$ cat config.mk
export PLATFORM = sky130hd
export DESIGN_NAME = instr_fetch_unit_flat
export DESIGN_NICKNAME = d
export VERILOG_FILES = /design/src/rtl/instr_fetch_unit_if.sv /design/src/rtl/instr_fetch_unit.sv /design/src/flat_wrapper.sv
export SDC_FILE = /design/constraint.sdc
export NUM_CORES = 1
export LEC_CHECK = 0
export ABC_AREA = 0
export BUFFER_PORTS_ARGS = -buffer_cell sky130_fd_sc_hd__buf_2
export CAP_MARGIN = 30
export CORE_MARGIN = 1
export CORE_UTILIZATION = 45
export DETAILED_ROUTE_END_ITERATION = 10
export PLACE_DENSITY = 0.76
export SYNTH_ARGS = -nofsm -noshare
export SYNTH_HDL_FRONTEND = slang
export SYNTH_SLANG_ARGS = --single-unit
export TNS_END_PERCENT = 50
$ cat constraint.sdc
create_clock -name clk -period 6.5 [get_ports clk]
set_clock_uncertainty 0.2 [all_clocks]
set_input_delay 1.3 -clock clk [delete_from_list [all_inputs] [get_ports clk]]
set_output_delay 1.3 -clock clk [all_outputs]
set_load 0.05 [all_outputs]
$ cat src/rtl/instr_fetch_unit_if.sv
// Instruction memory read port: registered request/address from the fetch
// unit, ready/rvalid/rdata returned by the memory.
interface instr_fetch_unit_if;
    logic        mem_req;
    logic [31:0] mem_addr;
    logic        mem_ready;
    logic        mem_rvalid;
    logic [31:0] mem_rdata;

    // Fetch unit side: issues the request, consumes the response.
    modport master (
        output mem_req,
        output mem_addr,
        input  mem_ready,
        input  mem_rvalid,
        input  mem_rdata
    );

    // Memory side: accepts the request, returns the instruction word.
    modport slave (
        input  mem_req,
        input  mem_addr,
        output mem_ready,
        output mem_rvalid,
        output mem_rdata
    );
endinterface

$ cat src/rtl/instr_fetch_unit.sv
// Instruction fetch unit: fetches one word at pc over a req/ready/rvalid
// handshake, holds it in the instruction register and exposes the decoded
// register/opcode fields. Misaligned pc and response timeout load a NOP and
// raise fetch_err.
module instr_fetch_unit #(
    parameter int          MAX_WAIT = 16,
    parameter logic [31:0] NOP_WORD = 32'h0000_0013
) (
    input  logic                       clk,
    input  logic                       rst_n,
    input  logic [31:0]                pc,
    input  logic                       fetch_start,
    instr_fetch_unit_if.master         mem,
    output logic [31:0]                instr,
    output logic [6:0]                 opcode,
    output logic [2:0]                 func3,
    output logic [4:0]                 rd,
    output logic [4:0]                 rs1,
    output logic [4:0]                 rs2,
    output logic                       instr_valid,
    output logic                       busy,
    output logic                       fetch_err
);

    typedef enum logic [1:0] {
        IDLE = 2'd0,
        REQ  = 2'd1,
        WAIT = 2'd2
    } state_t;

    // Counter value at which the next edge without completion is a timeout.
    localparam logic [7:0] LAST_CNT = 8'(MAX_WAIT - 1);

    state_t      state_reg;
    logic        mem_req_reg;
    logic [31:0] mem_addr_reg;
    logic [31:0] instr_reg;
    logic        instr_valid_reg;
    logic        fetch_err_reg;
    logic [7:0]  wait_cnt_reg;

    // Fetch sequencing: request issue, response capture, timeout and error flags.
    always_ff @(posedge clk or negedge rst_n) begin
        if (!rst_n) begin
            state_reg       <= IDLE;
            mem_req_reg     <= 1'b0;
            mem_addr_reg    <= 32'd0;
            instr_reg       <= NOP_WORD;
            instr_valid_reg <= 1'b0;
            fetch_err_reg   <= 1'b0;
            wait_cnt_reg    <= 8'd0;
        end else begin
            case (state_reg)
                IDLE: begin
                    // Responses arriving here belong to no fetch and are dropped.
                    if (fetch_start) begin
                        if (pc[1:0] == 2'b00) begin
                            mem_addr_reg    <= pc;
                            mem_req_reg     <= 1'b1;
                            instr_valid_reg <= 1'b0;
                            fetch_err_reg   <= 1'b0;
                            wait_cnt_reg    <= 8'd0;
                            state_reg       <= REQ;
                        end else begin
                            // Misaligned: fail locally, never touch memory.
                            fetch_err_reg   <= 1'b1;
                            instr_reg       <= NOP_WORD;
                            instr_valid_reg <= 1'b0;
                        end
                    end
                end
                REQ: begin
                    if (mem.mem_ready && mem.mem_rvalid) begin
                        // Zero-wait memory: accept and data on the same edge.
                        instr_reg       <= mem.mem_rdata;
                        instr_valid_reg <= 1'b1;
                        mem_req_reg     <= 1'b0;
                        state_reg       <= IDLE;
                    end else if (wait_cnt_reg == LAST_CNT) begin
                        mem_req_reg     <= 1'b0;
                        instr_reg       <= NOP_WORD;
                        instr_valid_reg <= 1'b0;
                        fetch_err_reg   <= 1'b1;
                        state_reg       <= IDLE;
                    end else begin
                        wait_cnt_reg <= wait_cnt_reg + 8'd1;
                        if (mem.mem_ready) begin
                            mem_req_reg <= 1'b0;
                            state_reg   <= WAIT;
                        end
                    end
                end
                WAIT: begin
                    if (mem.mem_rvalid) begin
                        instr_reg       <= mem.mem_rdata;
                        instr_valid_reg <= 1'b1;
                        state_reg       <= IDLE;
                    end else if (wait_cnt_reg == LAST_CNT) begin
                        instr_reg       <= NOP_WORD;
                        instr_valid_reg <= 1'b0;
                        fetch_err_reg   <= 1'b1;
                        state_reg       <= IDLE;
                    end else begin
                        wait_cnt_reg <= wait_cnt_reg + 8'd1;
                    end
                end
                default: begin
                    mem_req_reg <= 1'b0;
                    state_reg   <= IDLE;
                end
            endcase
        end
    end

    assign mem.mem_req  = mem_req_reg;
    assign mem.mem_addr = mem_addr_reg;

    assign instr       = instr_reg;
    assign instr_valid = instr_valid_reg;
    assign fetch_err   = fetch_err_reg;
    assign busy        = (state_reg != IDLE);

    // Field decode is a pure slice of the instruction register.
    assign opcode = instr_reg[6:0];
    assign rd     = instr_reg[11:7];
    assign func3  = instr_reg[14:12];
    assign rs1    = instr_reg[19:15];
    assign rs2    = instr_reg[24:20];

endmodule
$ cat src/flat_wrapper.sv
// flat-port wrapper written by rule: the top's interface ports become plain ports
module instr_fetch_unit_flat 
#(
    parameter int          MAX_WAIT = 16,
    parameter logic [31:0] NOP_WORD = 32'h0000_0013
)
  (clk, rst_n, pc, fetch_start, instr, opcode, func3, rd, rs1, rs2, instr_valid, busy, fetch_err, mem_mem_req, mem_mem_addr, mem_mem_ready, mem_mem_rvalid, mem_mem_rdata);
  instr_fetch_unit_if mem_i ();
  input  logic clk;
  input  logic rst_n;
  input  logic [31:0] pc;
  input  logic fetch_start;
  output logic [31:0] instr;
  output logic [6:0] opcode;
  output logic [2:0] func3;
  output logic [4:0] rd;
  output logic [4:0] rs1;
  output logic [4:0] rs2;
  output logic instr_valid;
  output logic busy;
  output logic fetch_err;
  output wire logic [$bits(mem_i.mem_req)-1:0] mem_mem_req;
  output wire logic [$bits(mem_i.mem_addr)-1:0] mem_mem_addr;
  input wire logic [$bits(mem_i.mem_ready)-1:0] mem_mem_ready;
  input wire logic [$bits(mem_i.mem_rvalid)-1:0] mem_mem_rvalid;
  input wire logic [$bits(mem_i.mem_rdata)-1:0] mem_mem_rdata;
  assign mem_mem_req = mem_i.mem_req;
  assign mem_mem_addr = mem_i.mem_addr;
  assign mem_i.mem_ready = mem_mem_ready;
  assign mem_i.mem_rvalid = mem_mem_rvalid;
  assign mem_i.mem_rdata = mem_mem_rdata;
  instr_fetch_unit #(.MAX_WAIT(MAX_WAIT), .NOP_WORD(NOP_WORD)) u_core (.clk(clk), .rst_n(rst_n), .pc(pc), .fetch_start(fetch_start), .mem(mem_i), .instr(instr), .opcode(opcode), .func3(func3), .rd(rd), .rs1(rs1), .rs2(rs2), .instr_valid(instr_valid), .busy(busy), .fetch_err(fetch_err));
endmodule
==> run summary, run 1 <==
Leaving out fill and tap cells, the most frequent cell in the layout is sky130_fd_sc_hd__buf_2. The mapped netlist covers 3380 um^2. The global placement routability congestion was 0.864; the maximum cell stage delay along the critical path was 0.39 ns. The synthesized netlist devotes 1.85% of its cell area to adder and majority cells. Number of top-level design ports: 162.

The worst setup path is captured at an output pin. The HPWL reported at the end of detailed placement is 5430 um, and the number of placed cells counting well taps is 496. The floorplan step set the die height to 88.7 um. The number of clock buffers added by TritonCTS is 9.

For this run the aggregate overflow at the end of global routing stands at 0. The worst setup path is of the register to output pin kind. The cell with the biggest individual delay on the critical path was sky130_fd_sc_hd__dfrtp_1.

The clock transition at the registers of the reported paths came out at 0.08 ns. STA puts the critical path data arrival time at 1.54 ns. The area growth from synthesis to layout is 29.2%.

The floorplan step set the die width to 88.7 um. The number of DRC violations after detailed-routing iteration 0 is 163, and the count of placed standard cells in the final layout, fillers left out is 514. The routed layout has 2702 vias.

The first-pass GRT wire length was 11500 um. The number of cells on the worst hold path is 1. Counting the fill cells in the layout gives 619. For the finished layout, the period the worst path requires is 3.04 ns. Count of endpoints failing setup in the final report: 0.

Global routing used 19.4% of the available tracks. The final sum of negative setup slack was 0 ns; the final count of pins violating max slew was 0. The register bit total from synthesis is 77. The first detailed-routing pass ran for 4 iterations. Synthesis warning total: 0. Number of cells on the worst reg-to-reg path: 6.

The clock insertion delay at the later pin of the skew report is 0.34 ns, and the number of enable-type register cells in the synthesized netlist is 0. In this run the deepest clock path goes through 2 buffers. The biggest area contributor in the post-synthesis netlist is sky130_fd_sc_hd__dfrtp_1. The tools report the floorplan core area as 7250 um^2. The cell that appears most often on the critical path is sky130_fd_sc_hd__inv_1.

The average vias per placed instance was 5.26. Sequential cells were found to cover 57.1% of the synthesized design area. The worst register-to-register path ends at u_core.instr[9]. The combinational family with the most area after synthesis is compound AO/OA/AOI/OAI gates. Setup repair after global routing left no endpoint under its margin. In this run the tightest slew margin relative to its limit is 50.4%.

For the initial antenna violation count, the log shows 0. TritonCTS built the clock tree. The main flop type after synthesis is sky130_fd_sc_hd__dfrtp_1. The cell area reported after detailed placement came out at 4110 um^2.

The top-area cell type share of the netlist area was 54.8%. The fraction of layout cells with a size suffix above 1 is 52.3%, and the largest net degree at the start of global routing is 78. The synthesized netlist devotes 0% of its cell area to XOR and XNOR gates. The number of global-route vias before repair is 2465, and the number of post-CTS setup repair buffers is 0.

The worst hold path terminates at u_core.mem.mem_addr[1]. Quantity of gates resized following cts: 0. The final layout contains routed wiring with a total length of 7670 um. CTS built an H-tree with a depth of 3. Peak fanout along the critical path: 7. The count of port buffers added during placement came out at 161. After routing the design area is 4370 um^2. Of all flip-flops after synthesis, the portion carrying an async set or reset was 100%. After detailed routing, the average wire length per cell comes to 14.9 um. The total number of clock tree sinks was 77.

The simple-gate share of the synthesized area is 5.92%. The run finished with clean final reports. The number of distinct library cells after synthesis was 43.

The worst hold path begins at u_core.mem.mem_addr[1]. The root buffer cell chosen for the clock tree is sky130_fd_sc_hd__clkbuf_8. The multiplexer share of the synthesized area was 10.6%. In the layout the commonest cells are sky130_fd_sc_hd__buf_2 (160), sky130_fd_sc_hd__dfrtp_1 (74), sky130_fd_sc_hd__mux2_2 (31). The initial utilization of the core area, before any placement, comes to 46.6%. The class of the worst hold path was register to register. STA classifies the critical path startpoint as a register. For the worst setup path, the data required time is 5.00 ns. The number of standard-cell rows in the floorplan was 31.

Once detail routing completed, the nets flagged for antenna violations numbered 0. For the hold buffer count at cts, the log shows 0. The instance count of the mapped netlist is 270, and the die area is 7860 um^2. Each instance of the synthesized netlist takes up on average 12.5 um^2. After detailed routing, the number of remaining DRC violations is 0.

The logs give 344 for the number of nets in the synthesized netlist and 329 MHz for the highest clock rate. The worst reg-to-reg setup slack is 4.06 ns. By area the synthesized netlist is led by sky130_fd_sc_hd__dfrtp_1 (55%), sky130_fd_sc_hd__mux2_2 (10%), sky130_fd_sc_hd__a22o_1 (7.8%), sky130_fd_sc_hd__buf_4 (5.6%), sky130_fd_sc_hd__dfstp_2 (2.3%). Summing the areas of all compound-gate instances in the mapped netlist gives 16.4% of the synthesized area. The signal on the critical path passes through inv_1, ha_1, inv_1, buf_2. The number of antenna diodes in the final layout is 0.

In this run the critical register-to-register path is launched from u_core.wait_cnt_reg[0]. The total count of hold-check failures in the final report is 0, and the share of the clock period used by the worst path is 46.7%. At the pin with the least slew margin, the transition time is 0.743 ns.

For the net count of the finished layout, the log shows 484. Max-cap violations in this run came to 0. Cells fill 60.2% of the core in the end.
[logic make-up after synthesis]
| logic type | after synthesis |
|---|---|
| buffers and inverters | 43 |
| and+or+nand+nor | 40 |
| muxes | 32 |
| adders and majority gates | 5 |
| DFF | 77 |
| AOI/OAI and AO/OA | 73 |
[metrics by stage]
| stage | setup WS (ns) | hold WS, ns |
|---|---|---|
| after floorplan | 3.70 | 0.261 |
| after global placement | 3.24 | 0.277 |
| after detailed placement | 3.22 | 0.281 |
| after CTS | 3.42 | 0.306 |
| after global routing | 3.37 | 0.313 |
| final | 3.46 | 0.301 |
[layer usage]
metal	vias up	part of all wire (%)	global-route usage [%]
met3	11	8.8	5.97
li1	1246	-	-
met4	0	1.4	7.48
met2	128	49	29.8
met1	1317	41	25.9
met5	-	0	0
[final cells by class]
cell class	count	area [um^2]	area share [%]
multi-input combinational	150	1180	27.0
sequential	77	1930	44.2
clock buffer	10	138	3.15
inverter	6	22.5	0.516
tap	99	124	2.84
clock inverter	6	68.8	1.58
timing repair buffer	166	906	20.7
[worst max-delay path by stage]
stage                        startpoint                      end  slack (ns)  cells after the start
global route        u_core.state_reg[0]                     busy        3.37                      4
global placement            fetch_start         u_core.instr[10]        3.24                      5
CTS                 u_core.state_reg[0]                     busy        3.42                      4
floorplan                         pc[1]  u_core.mem.mem_addr[13]        3.70                      5
detailed placement        mem_mem_ready         u_core.instr[27]        3.22                      5
finish              u_core.state_reg[0]                     busy        3.46                      4
[critical path, delay by kind of cell (launching register included)]
| kind | cells | cell delay (ns) |
|---|---|---|
| buffers and inverters | 3 | 0.52 |
| flip-flops | 1 | 0.39 |
| adder cells (fa/ha/maj) | 1 | 0.28 |
[cells in the mapped netlist (3+ instances only)]
| master | n |
|---|---|
| sky130_fd_sc_hd__o31ai_1 | 3 |
| sky130_fd_sc_hd__mux2_2 | 31 |
| sky130_fd_sc_hd__inv_1 | 6 |
| sky130_fd_sc_hd__nand2b_1 | 4 |
| sky130_fd_sc_hd__o32ai_1 | 3 |
| sky130_fd_sc_hd__a21oi_1 | 12 |
| sky130_fd_sc_hd__o21ai_0 | 9 |
| sky130_fd_sc_hd__nor2_1 | 8 |
| sky130_fd_sc_hd__clkbuf_1 | 6 |
| sky130_fd_sc_hd__nand3_1 | 3 |
| sky130_fd_sc_hd__dfstp_2 | 3 |
| sky130_fd_sc_hd__buf_2 | 3 |
| sky130_fd_sc_hd__a22o_1 | 30 |
| sky130_fd_sc_hd__nand2_1 | 13 |
| sky130_fd_sc_hd__nor2b_1 | 3 |
| sky130_fd_sc_hd__buf_4 | 25 |
| sky130_fd_sc_hd__ha_1 | 5 |
| sky130_fd_sc_hd__dfrtp_1 | 74 |
Power of run 1 is left out: the tool's default activity adds up to more than one toggle a clock period on the data nets, which glitch-free logic cannot reach.
==> inputs of run 2 (changes only) <==
CORE_UTILIZATION = 42   (was 45)
PLACE_DENSITY = 0.75   (was 0.76)
clock period = 2.75 ns   (was 6.5 ns; I/O delays follow)
==> run summary, run 2 (same netlist as run 1, synthesis figures left out) <==
The number of post-CTS setup repair buffers was 0 (unchanged); the peak fanout along the critical path was 29 (+22). Largest net degree at the start of global routing: 77 (-1.3%). The fraction of layout cells with a size suffix above 1 works out to 52.6% (+0.33 points). Logic depth of the worst path, buffers included: 6 (+2). The initial antenna violation count is 0 (unchanged), and the maximum clock insertion buffer count is 2 (unchanged).

The die outline height works out to 91.7 um (+3.4%). Class of the worst hold path: input pin to register. Clock insertion delay at the later pin of the skew report: 0.34 ns (about the same). The logs give 407 MHz for the highest clock rate and 7560 um (-1.4%) for the total detailed-routing wirelength. The startpoint identified for the worst register-to-register timing path is u_core.wait_cnt_reg[0]. The actual slew at the worst max-slew pin was 0.809 ns (+0.0667 ns); the remaining routing DRC violations was 0 (unchanged).

The number of buffers and inverters on the critical path is 1 (-2). Traced cell by cell, the critical path runs through ha_1, nand4b_1, or4_1, a31o_1, buf_4, a22o_1. The die area was 8410 um^2 (+7.0%); the number of standard-cell rows in the floorplan was 32 (+3.2%). The number of DRC violations after detailed-routing iteration 0 is 142 (-13%).

The critical path data arrival time is 2.48 ns (+0.94 ns). For the max-capacitance violation count, the log shows 0 (unchanged). The number of vias after detailed routing came out at 2675 (-1.0%). TritonCTS built the clock tree. The library cell used most frequently in the layout, excluding fill and tap cells, is sky130_fd_sc_hd__buf_2. The tools report the post-route antenna net violation count as 0 (unchanged).

In the layout the commonest cells are sky130_fd_sc_hd__buf_2 (160), sky130_fd_sc_hd__dfrtp_1 (74), sky130_fd_sc_hd__mux2_2 (31). The final routed wire length divided by cell count is 14.5 um (-2.9%). The tree is rooted in a sky130_fd_sc_hd__clkbuf_8.

The final-layout worst hold slack came out at 0.218 ns (-0.0834 ns). Setup repair after global routing left no endpoint under its margin. Broken down by cell family, the worst path's largest delay share belongs to simple AND/OR/NAND/NOR gates. The worst max-slew margin expressed relative to the limit came out at 46.0% (-4.4 points). The layer with the highest usage after global routing was met2. Compared with the post-synthesis result, the final layout area differs by 29.7%.

Quantity of gates resized following cts: 0 (unchanged). The worst setup path is launched from a register. The share of the clock period used by the worst path was 89.5%; the total count of hold-check failures in the final report was 0 (unchanged). The startpoint identified for the worst hold timing path is mem_mem_rdata[4]. The final sum of negative setup slack came out at 0 ns (unchanged). For the global placement routability congestion, the log shows 0.787 (-9.0%).

The count of port buffers added during placement was 161 (unchanged); the met2 capacity usage during global routing was 31.6% (+1.9 points). By startpoint and endpoint, the worst setup path is classified as register to register. The overall die width is 91.7 um (+3.4%), and the maximum cell stage delay along the critical path is 0.60 ns (+0.21 ns). For the sum of overflow across all layers after global routing, the log shows 0 (unchanged). The run gives 23.4% (-2.5 points) as the met1 layer usage reported by global route. The clock transition at the registers of the reported paths is 0.08 ns (about the same), and the first-pass GRT wire length is 12500 um (+8.0%). The HPWL reported at the end of detailed placement is 5330 um (-1.9%).

The number of top-level design ports was 162 (unchanged); the total routing usage reported by global routing was 18.8% (-0.64 points). The net count of the finished layout was 489 (+1.0%); the critical path required time was 2.77 ns (-2.23 ns). Number of clock buffers inserted by TritonCTS: 9 (unchanged). The worst path in the final design needs a cycle of 2.46 ns, including I/O delays and setup. The initial core utilization is 43.5% (-3.1 points), and the average vias per placed instance is 5.12 (-2.5%). The met3 routing resource usage after global routing is 4.73% (-1.2 points). The total iterations of the first detailed-routing run was 4 (unchanged). The tools report the final count of pins violating max slew as 0 (unchanged).

The tools report the startpoint of the worst setup timing path as u_core.wait_cnt_reg[0]. The number of cells on the worst hold path came out at 3 (+2). The tools report the total number of clock tree sinks as 77 (unchanged). The logs give 0 (unchanged) for the count of endpoints failing setup in the final report and 3 (unchanged) for the number of H-tree levels. The antenna diode count came out at 0 (unchanged). The number of global-route vias before repair came out at 2586 (+4.9%). The slowest stage of the critical path belongs to the cell sky130_fd_sc_hd__or4_1. The tools report the floorplan core area as 7770 um^2 (+7.1%). STA classifies the critical path endpoint as a register. The number of cells on the worst reg-to-reg path was 6 (unchanged). The run finished with clean final reports.
run 2: timing repair:
action,CTS,global route
hold endpoints to repair,0,32
setup endpoints to repair,0,0
hold buffers,0,1
run 2: final timing paths:
kind / end / slack [ns]
min in group asynchronous: u_core.instr[28] / 0.49
setup / recovery: u_core.instr[29] / 0.29
hold reg to reg: u_core.instr[30] / 0.30
hold / removal: u_core.instr[4] / 0.22
max in group asynchronous: u_core.instr[0] / 1.12
setup reg to reg: u_core.instr[29] / 0.29
run 2: through the flow:
| step | worst slack [ns] | std cells | area, um^2 | utilization (%) |
|---|---|---|---|---|
| floorplan | 0.429 | 270 | 3380 | - |
| global placement | 0.348 | 503 | 4120 | 53.0 |
| detailed placement | 0.309 | 504 | 4150 | 53.4 |
| CTS | 0.310 | 520 | 4360 | 56.1 |
| global route | 0.182 | 522 | 4390 | 56.5 |
| finish | 0.290 | 522 | 4390 | 56.5 |
run 2: worst min-delay path: stages:
cell and delay [ns]:
sky130_fd_sc_hd__buf_2 0.10, sky130_fd_sc_hd__nand2_1 0.05, sky130_fd_sc_hd__a21oi_1 0.05
run 2: routing by layer:
layer  share of wire (%)  wire length [um]
met5                   0                 0
met3                 6.3               475
met1                  43              3240
met4                0.78                59
met2                  50              3790
run 2: area by class of cell:
cell class              instances  area (um^2)
clock buffers                  10          138
fillers                       701         3380
well taps                     102          128
multi-input cells             150         1180
inverters                       6         22.5
flip-flops and latches         77         1930
repair buffers                171          918
clock inverters                 6         70.1
Power of run 2 is left out for the same reason.
